**src/rtl/sv_brk_pkg.sv**
```systemverilog
// Shared definitions for the break sequencer: state codes, parameter
// defaults and the guard/timeout counter width.
package sv_brk_pkg;

    localparam int unsigned CNT_W     = 4;
    localparam int unsigned PDLY_DEF  = 4;
    localparam int unsigned STBTO_DEF = 15;

    typedef enum logic [2:0] {
        ST_RUN  = 3'd0,
        ST_STBR = 3'd1,
        ST_ENT  = 3'd2,
        ST_BRK  = 3'd3,
        ST_PREL = 3'd4,
        ST_OPB  = 3'd5
    } brk_state_e;

endpackage

```
**src/rtl/sv_brk_seq_if.sv**
```systemverilog
// Break sequencer signal bundle.
// master: emulator/chip side, drives the requests, enables and STBY.
// slave : sequencer side, drives the supervisor requests, BRKACK and BRKST.
interface sv_brk_seq_if;

    logic       BRKREQ;
    logic       OPBRKREQ;
    logic       RUNREQ;
    logic       PERI0STPEN;
    logic       PERI1STPEN;
    logic       STBY;
    logic       SVMODI;
    logic       SVMODIPERI2;
    logic       SVMODIPERI1;
    logic       SVMODOPBRK;
    logic       STBRELESV;
    logic       BRKACK;
    logic [2:0] BRKST;

    modport master (
        output BRKREQ, OPBRKREQ, RUNREQ, PERI0STPEN, PERI1STPEN, STBY,
        input  SVMODI, SVMODIPERI2, SVMODIPERI1, SVMODOPBRK, STBRELESV,
               BRKACK, BRKST
    );

    modport slave (
        input  BRKREQ, OPBRKREQ, RUNREQ, PERI0STPEN, PERI1STPEN, STBY,
        output SVMODI, SVMODIPERI2, SVMODIPERI1, SVMODOPBRK, STBRELESV,
               BRKACK, BRKST
    );

endinterface

```
**src/rtl/sv_brk_dlycnt.sv**
```systemverilog
// Guard/timeout counter: loads a value, decrements every cycle when
// enabled and saturates at zero.
// Ports: clk, rst (sync, active-high), load/ld_val, dec,
//        cnt (registered count), zero_c (count is zero).
module sv_brk_dlycnt
    import sv_brk_pkg::*;
(
    input  logic             clk,
    input  logic             rst,
    input  logic             load,
    input  logic [CNT_W-1:0] ld_val,
    input  logic             dec,
    output logic [CNT_W-1:0] cnt,
    output logic             zero_c
);

    // Load has priority; decrement never wraps below zero.
    always_ff @(posedge clk) begin
        if (rst) begin
            cnt <= '0;
        end else if (load) begin
            cnt <= ld_val;
        end else if (dec && (cnt != '0)) begin
            cnt <= cnt - CNT_W'(1);
        end
    end

    assign zero_c = (cnt == '0);

endmodule

```
**src/rtl/sv_brk_seq.sv**
```systemverilog
// Break sequencer: walks the CPU into and out of supervisor (break) mode,
// with guard delays around the peripheral stops and a standby release.
// Ports: CLK, RST (sync, active-high), bus (sv_brk_seq_if.slave) carrying
//        requests/enables/STBY in and SVMODI, peripheral stops,
//        SVMODOPBRK, STBRELESV, BRKACK, BRKST out.
// All outputs are registered and decoded from the next state.
module sv_brk_seq
    import sv_brk_pkg::*;
#(
    parameter int unsigned PDLY  = PDLY_DEF,
    parameter int unsigned STBTO = STBTO_DEF
) (
    input  logic           CLK,
    input  logic           RST,
    sv_brk_seq_if.slave    bus
);

    brk_state_e       state_q;
    brk_state_e       state_nx;
    logic             cnt_load;
    logic [CNT_W-1:0] cnt_ld_val;
    logic [CNT_W-1:0] cnt;
    logic             cnt_zero_c;
    logic             cnt_last;

    sv_brk_dlycnt u_dlycnt (
        .clk    (CLK),
        .rst    (RST),
        .load   (cnt_load),
        .ld_val (cnt_ld_val),
        .dec    (1'b1),
        .cnt    (cnt),
        .zero_c (cnt_zero_c)
    );

    // Counter is loaded on entry, so a state timed by N lasts N cycles when
    // it leaves on the cycle the count reads 1.
    assign cnt_last = cnt_zero_c || (cnt == CNT_W'(1));

    // Next-state logic.
    always_comb begin
        state_nx = state_q;
        case (state_q)
            ST_RUN: begin
                if (bus.BRKREQ)        state_nx = bus.STBY ? ST_STBR : ST_ENT;
                else if (bus.OPBRKREQ) state_nx = ST_OPB;
            end
            ST_STBR: begin
                if (!bus.STBY || cnt_last) state_nx = ST_ENT;
            end
            ST_ENT: begin
                if (cnt_last) state_nx = ST_BRK;
            end
            ST_BRK: begin
                if (bus.RUNREQ && !bus.BRKREQ) state_nx = ST_PREL;
            end
            ST_PREL: begin
                if (bus.BRKREQ)    state_nx = ST_BRK;
                else if (cnt_last) state_nx = ST_RUN;
            end
            ST_OPB: begin
                if (bus.BRKREQ)                          state_nx = bus.STBY ? ST_STBR : ST_ENT;
                else if (bus.RUNREQ || !bus.OPBRKREQ)    state_nx = ST_RUN;
            end
            default: state_nx = ST_RUN;
        endcase
    end

    // Counter load on entry to a timed state.
    always_comb begin
        cnt_load   = (state_nx != state_q) &&
                     ((state_nx == ST_STBR) || (state_nx == ST_ENT) || (state_nx == ST_PREL));
        cnt_ld_val = (state_nx == ST_STBR) ? CNT_W'(STBTO) : CNT_W'(PDLY);
    end

    // State and output registers.
    always_ff @(posedge CLK) begin
        if (RST) begin
            state_q         <= ST_RUN;
            bus.SVMODI      <= 1'b0;
            bus.SVMODIPERI2 <= 1'b0;
            bus.SVMODIPERI1 <= 1'b0;
            bus.SVMODOPBRK  <= 1'b0;
            bus.STBRELESV   <= 1'b0;
            bus.BRKACK      <= 1'b0;
            bus.BRKST       <= 3'd0;
        end else begin
            state_q         <= state_nx;
            bus.SVMODI      <= (state_nx == ST_STBR) || (state_nx == ST_ENT) ||
                               (state_nx == ST_BRK)  || (state_nx == ST_PREL);
            bus.SVMODIPERI2 <= (state_nx == ST_BRK) && bus.PERI0STPEN;
            bus.SVMODIPERI1 <= (state_nx == ST_BRK) && bus.PERI1STPEN;
            bus.SVMODOPBRK  <= (state_nx == ST_OPB);
            bus.STBRELESV   <= (state_nx == ST_STBR) && (state_q != ST_STBR);
            bus.BRKACK      <= (state_nx == ST_BRK);
            bus.BRKST       <= state_nx;
        end
    end

endmodule

```
**src/flat_wrapper.sv**
```systemverilog
// flat-port wrapper written by rule: the top's interface ports become plain ports
module sv_brk_seq_flat import sv_brk_pkg::*;
#(
    parameter int unsigned PDLY  = PDLY_DEF,
    parameter int unsigned STBTO = STBTO_DEF
)
  (CLK, RST, bus_BRKREQ, bus_OPBRKREQ, bus_RUNREQ, bus_PERI0STPEN, bus_PERI1STPEN, bus_STBY, bus_SVMODI, bus_SVMODIPERI2, bus_SVMODIPERI1, bus_SVMODOPBRK, bus_STBRELESV, bus_BRKACK, bus_BRKST);
  sv_brk_seq_if bus_i ();
  input  logic CLK;
  input  logic RST;
  input wire logic [$bits(bus_i.BRKREQ)-1:0] bus_BRKREQ;
  input wire logic [$bits(bus_i.OPBRKREQ)-1:0] bus_OPBRKREQ;
  input wire logic [$bits(bus_i.RUNREQ)-1:0] bus_RUNREQ;
  input wire logic [$bits(bus_i.PERI0STPEN)-1:0] bus_PERI0STPEN;
  input wire logic [$bits(bus_i.PERI1STPEN)-1:0] bus_PERI1STPEN;
  input wire logic [$bits(bus_i.STBY)-1:0] bus_STBY;
  output wire logic [$bits(bus_i.SVMODI)-1:0] bus_SVMODI;
  output wire logic [$bits(bus_i.SVMODIPERI2)-1:0] bus_SVMODIPERI2;
  output wire logic [$bits(bus_i.SVMODIPERI1)-1:0] bus_SVMODIPERI1;
  output wire logic [$bits(bus_i.SVMODOPBRK)-1:0] bus_SVMODOPBRK;
  output wire logic [$bits(bus_i.STBRELESV)-1:0] bus_STBRELESV;
  output wire logic [$bits(bus_i.BRKACK)-1:0] bus_BRKACK;
  output wire logic [$bits(bus_i.BRKST)-1:0] bus_BRKST;
  assign bus_i.BRKREQ = bus_BRKREQ;
  assign bus_i.OPBRKREQ = bus_OPBRKREQ;
  assign bus_i.RUNREQ = bus_RUNREQ;
  assign bus_i.PERI0STPEN = bus_PERI0STPEN;
  assign bus_i.PERI1STPEN = bus_PERI1STPEN;
  assign bus_i.STBY = bus_STBY;
  assign bus_SVMODI = bus_i.SVMODI;
  assign bus_SVMODIPERI2 = bus_i.SVMODIPERI2;
  assign bus_SVMODIPERI1 = bus_i.SVMODIPERI1;
  assign bus_SVMODOPBRK = bus_i.SVMODOPBRK;
  assign bus_STBRELESV = bus_i.STBRELESV;
  assign bus_BRKACK = bus_i.BRKACK;
  assign bus_BRKST = bus_i.BRKST;
  sv_brk_seq #(.PDLY(PDLY), .STBTO(STBTO)) u_core (.CLK(CLK), .RST(RST), .bus(bus_i));
endmodule
```
**config.mk**
```make
export PLATFORM = sky130hd
export DESIGN_NAME = sv_brk_seq_flat
export DESIGN_NICKNAME = d
export VERILOG_FILES = /design/src/rtl/sv_brk_pkg.sv /design/src/rtl/sv_brk_seq_if.sv /design/src/rtl/sv_brk_dlycnt.sv /design/src/rtl/sv_brk_seq.sv /design/src/flat_wrapper.sv
export SDC_FILE = /design/constraint.sdc
export NUM_CORES = 1
export LEC_CHECK = 0
export CAP_MARGIN = 20
export CORE_MARGIN = 4
export CORE_UTILIZATION = 50
export CTS_CLUSTER_SIZE = 30
export DETAILED_ROUTE_END_ITERATION = 10
export PLACE_DENSITY = 0.76
export RECOVER_POWER = 50
export SETUP_SLACK_MARGIN = 0.02
export SLEW_MARGIN = 20
export SYNTH_ARGS = -nofsm -noshare
export SYNTH_HDL_FRONTEND = slang
export SYNTH_SLANG_ARGS = --single-unit
```
**constraint.sdc**
```tcl
create_clock -name CLK -period 4.2 [get_ports CLK]
set_clock_uncertainty 0.2 [all_clocks]
set_input_delay 0.63 -clock CLK [delete_from_list [all_inputs] [get_ports CLK]]
set_output_delay 0.63 -clock CLK [all_outputs]
set_load 0.01 [all_outputs]
```
==> run_results.csv <==
group,metric,value,unit
worst_setup_path,crit_family,"simple AND/OR/NAND/NOR gates",
logic_synthesis,avgSynthCellArea,9.064,µm²
worst_setup_path,cp_cell_sequence,"clkdlybuf4s50_1, and3b_1, nand2b_1, o32ai_1, or3_1, a31o_4, nor2b_4, a211oi_1",
logic_synthesis,synthArstFlopShare,0,%
logic_synthesis,synth_top_area_share,33.39,%
clocking,ctsRootBufferMaster,"clkbuf_4",
clocking,cts-htree-levels,1,
logic_synthesis,seq_area_frac_synth,33.39,%
die,die-area,0.002255,mm²
clocking,clock_latency,0.28,ns
drt,viasPerCell,5.932,
clocking,post_cts_buffers,0,
grt,grt_max_degree,12,
timing,rsz0062_at_grt,"no",
grt,grt_overflow,0,
timing,timing.final.crit_share,66.10,%
timing,max_clock_freq,0.3602,GHz
worst_setup_path,worstPathBufferInverterCount,1,
pwr,p_per_area,660.3,mW/mm²
timing,max_slew.worst_pin.slew,0.5900,ns
grt,grt_pass1_wl,2773,µm
drt,drc_errors,0,
die,initial_core_util,56.38,%
grt,grt_pass1_vias,621,
logic_synthesis,synth_area,779.5,µm²
logic_synthesis,synthFlopType,"dfxtp_1",
worst_setup_path,worstSetupPathType,"in -> reg",
drt,vias,700,
die,row_count,13,
drt,wl_per_cell,14.23,µm
placed_design,port_buffers,16,
worst_setup_path,cp_max_fo,10,
drt,ant_nets,0,
logic_synthesis,synthCells,86,
logic_synthesis,ys_warn_count,0,
logic_synthesis,ys_ff_latch,13,
logic_synthesis,synth_edf_count,0,
final_layout,nets,114,
clocking,cts-hold-fix-buffers,0,
timing,fin_setup_tns,0,ns
worst_setup_path,reg2reg_from,"u_core.u_dlycnt.cnt[0]",
min_path,hold_path.class,"reg -> reg",
timing,hold_slack,0.3296,ns
clocking,cts_tree,"built",
min_path,hold_start,"u_core.u_dlycnt.cnt[1]",
clocking,numCtsBuffers,3,
worst_setup_path,end_kind,"register",
drt,totalWireLength,1679,µm
timing,setup-violations-final,0,
pwr,p_leak,0.3864,nW
die,ios,17,
worst_setup_path,rrSetupSlack,1.44,ns
final_layout,antennaDiodeCount,0,
clocking,clk_pin_slew,0.07,ns
placed_design,gp_congestion,0.8477,
timing,fin_crit,2.776,ns
timing,slew_viol_final,0,
final_layout,final_cell_area,938.4,µm²
timing,max-slew-margin-rel,60.49,%
die,core,0.001383,mm²
drt,dr.pass1.iters,4,
worst_setup_path,cp.required,4.19,ns
die,dieHeight,47.49,µm
pwr,vdd_drop_max,0.0003793,V
final_layout,drive_gt1_share,8.738,%
placed_design,dp_hpwl,1255,µm
run,maxCapViolCount,0,
grt,grt_antenna_before_repair,0,
worst_setup_path,critPathLaunch,"bus_BRKREQ",
worst_setup_path,cpPeakStageDelay,0.56,ns
clocking,cts_repair_resize_count,0,
logic_synthesis,syn-num-nets,96,
status,status,"finished clean",
worst_setup_path,crit_arrival,2.77,ns
logic_synthesis,synth_area_leaders,"dfxtp_1, nand2b_1, a21oi_1, ha_1, nor3_1",
placed_design,dpl-instance-area,932.1,µm²
clocking,cts.sinks,13,
logic_synthesis,netlist-cell-type-count,39,
logic_synthesis,synth_common_cells,"dfxtp_1, nor2_1, a21oi_1, nand2b_1, nor3_1",
worst_setup_path,cp_slowest_cell,"clkdlybuf4s50_1",
logic_synthesis,synth.most_common_cell,"dfxtp_1",
final_layout,syn_to_final_growth,20.39,%
worst_setup_path,start_kind,"primary input",
logic_synthesis,yosysTopAreaCell,"dfxtp_1",
timing,finalHoldViolations,0,
clocking,clock_path_buffers,2,
die,die_w,47.49,µm
grt,grt_use_total,18.15,%
drt,drtIter0Drc,21,
==> final cells by class <==
| type | count | area [µm²] |
|---|---|---|
| multi-input combinational | 66 | 457.9 |
| fill | 125 | 444.2 |
| sequential | 13 | 260.3 |
| timing repair buffer | 16 | 160.2 |
| clock buffer | 4 | 26.28 |
| tap | 15 | 18.77 |
| inverter | 4 | 15.01 |
==> power by group <==
part | leakage (nW) | total [W] | switching (W) | internal (W)
combinational | 0.264 | 0.000345 | 0.000176 | 0.000169
clock | 0.0150 | 0.0000765 | 0.0000396 | 0.0000369
sequential | 0.107 | 0.000198 | 0.0000380 | 0.000160
==> worst min-delay path, delay by kind of cell, from the launching register on <==
kind / cells / cell delay (ns)
AO/OA/AOI/OAI: 1 / 0.08
buffers and inverters: 1 / 0.09
flip-flops: 1 / 0.31
==> state kept, by name, summed over array words and instances (netlist names) <==
name	cells
u_core.u_dlycnt.cnt	4
u_core.bus.SVMODOPBRK	1
u_core.bus.SVMODI	1
u_core.bus.SVMODIPERI1	1
u_core.bus.BRKST	3
u_core.bus.SVMODIPERI2	1
u_core.bus.BRKACK	1
u_core.bus.STBRELESV	1
==> metrics by stage <==
step | worst slack, ns | utilization, % | cells | power (W)
after floorplan | 1.786 | - | 86 | 0.0004685
after global placement | 1.213 | 67.42 | 114 | 0.0005571
after detailed placement | 1.149 | 67.42 | 114 | 0.0005661
after CTS | 1.428 | 69.32 | 118 | 0.0006438
after global routing | 1.205 | 67.87 | 118 | 0.0006745
final | 1.424 | 67.87 | 118 | 0.0006197
==> layer usage <==
metal | vias to the layer above | GRT usage, % | part of all wire, %
met5 | - | 0 | 0
met4 | 0 | 9.392 | 1.7
met3 | 4 | 7.143 | 7.7
met2 | 19 | 28.61 | 48
met1 | 324 | 21.20 | 43
li1 | 353 | - | -
==> logic make-up after synthesis <==
group	after synthesis	share of synthesized area [%]
AND/OR/NAND/NOR	38	29.69
AO/OA/AOI/OAI	25	27.29
flip-flops	13	33.39
adder cells (fa/ha/maj)	2	3.210
buffers and inverters	7	5.296
XOR/XNOR	1	1.124
==> path summary, 6_finish.rpt <==
kind,to,cells after the start
setup / recovery,u_core.u_dlycnt.cnt[1],8
setup reg to reg,u_core.u_dlycnt.cnt[1],9
hold reg to reg,u_core.u_dlycnt.cnt[1],2
hold / removal,u_core.u_dlycnt.cnt[1],2
==> cells in the final DEF, fill, tap and decap left out, types with 2 or more instances in the layout <==
cell             count
a211oi_1             3
a21oi_1              5
a31oi_1              2
and2_1               2
and3b_1              2
clkbuf_4             3
clkdlybuf4s50_1      7
dfxtp_1             13
dlygate4sd3_1        9
ha_1                 2
inv_1                4
nand2_1              4
nand2b_1             5
nand3b_1             2
nor2_1               6
nor2b_1              3
nor3_1               5
o21ai_0              3
o32ai_1              2
Power figures use the tool's default switching activity.
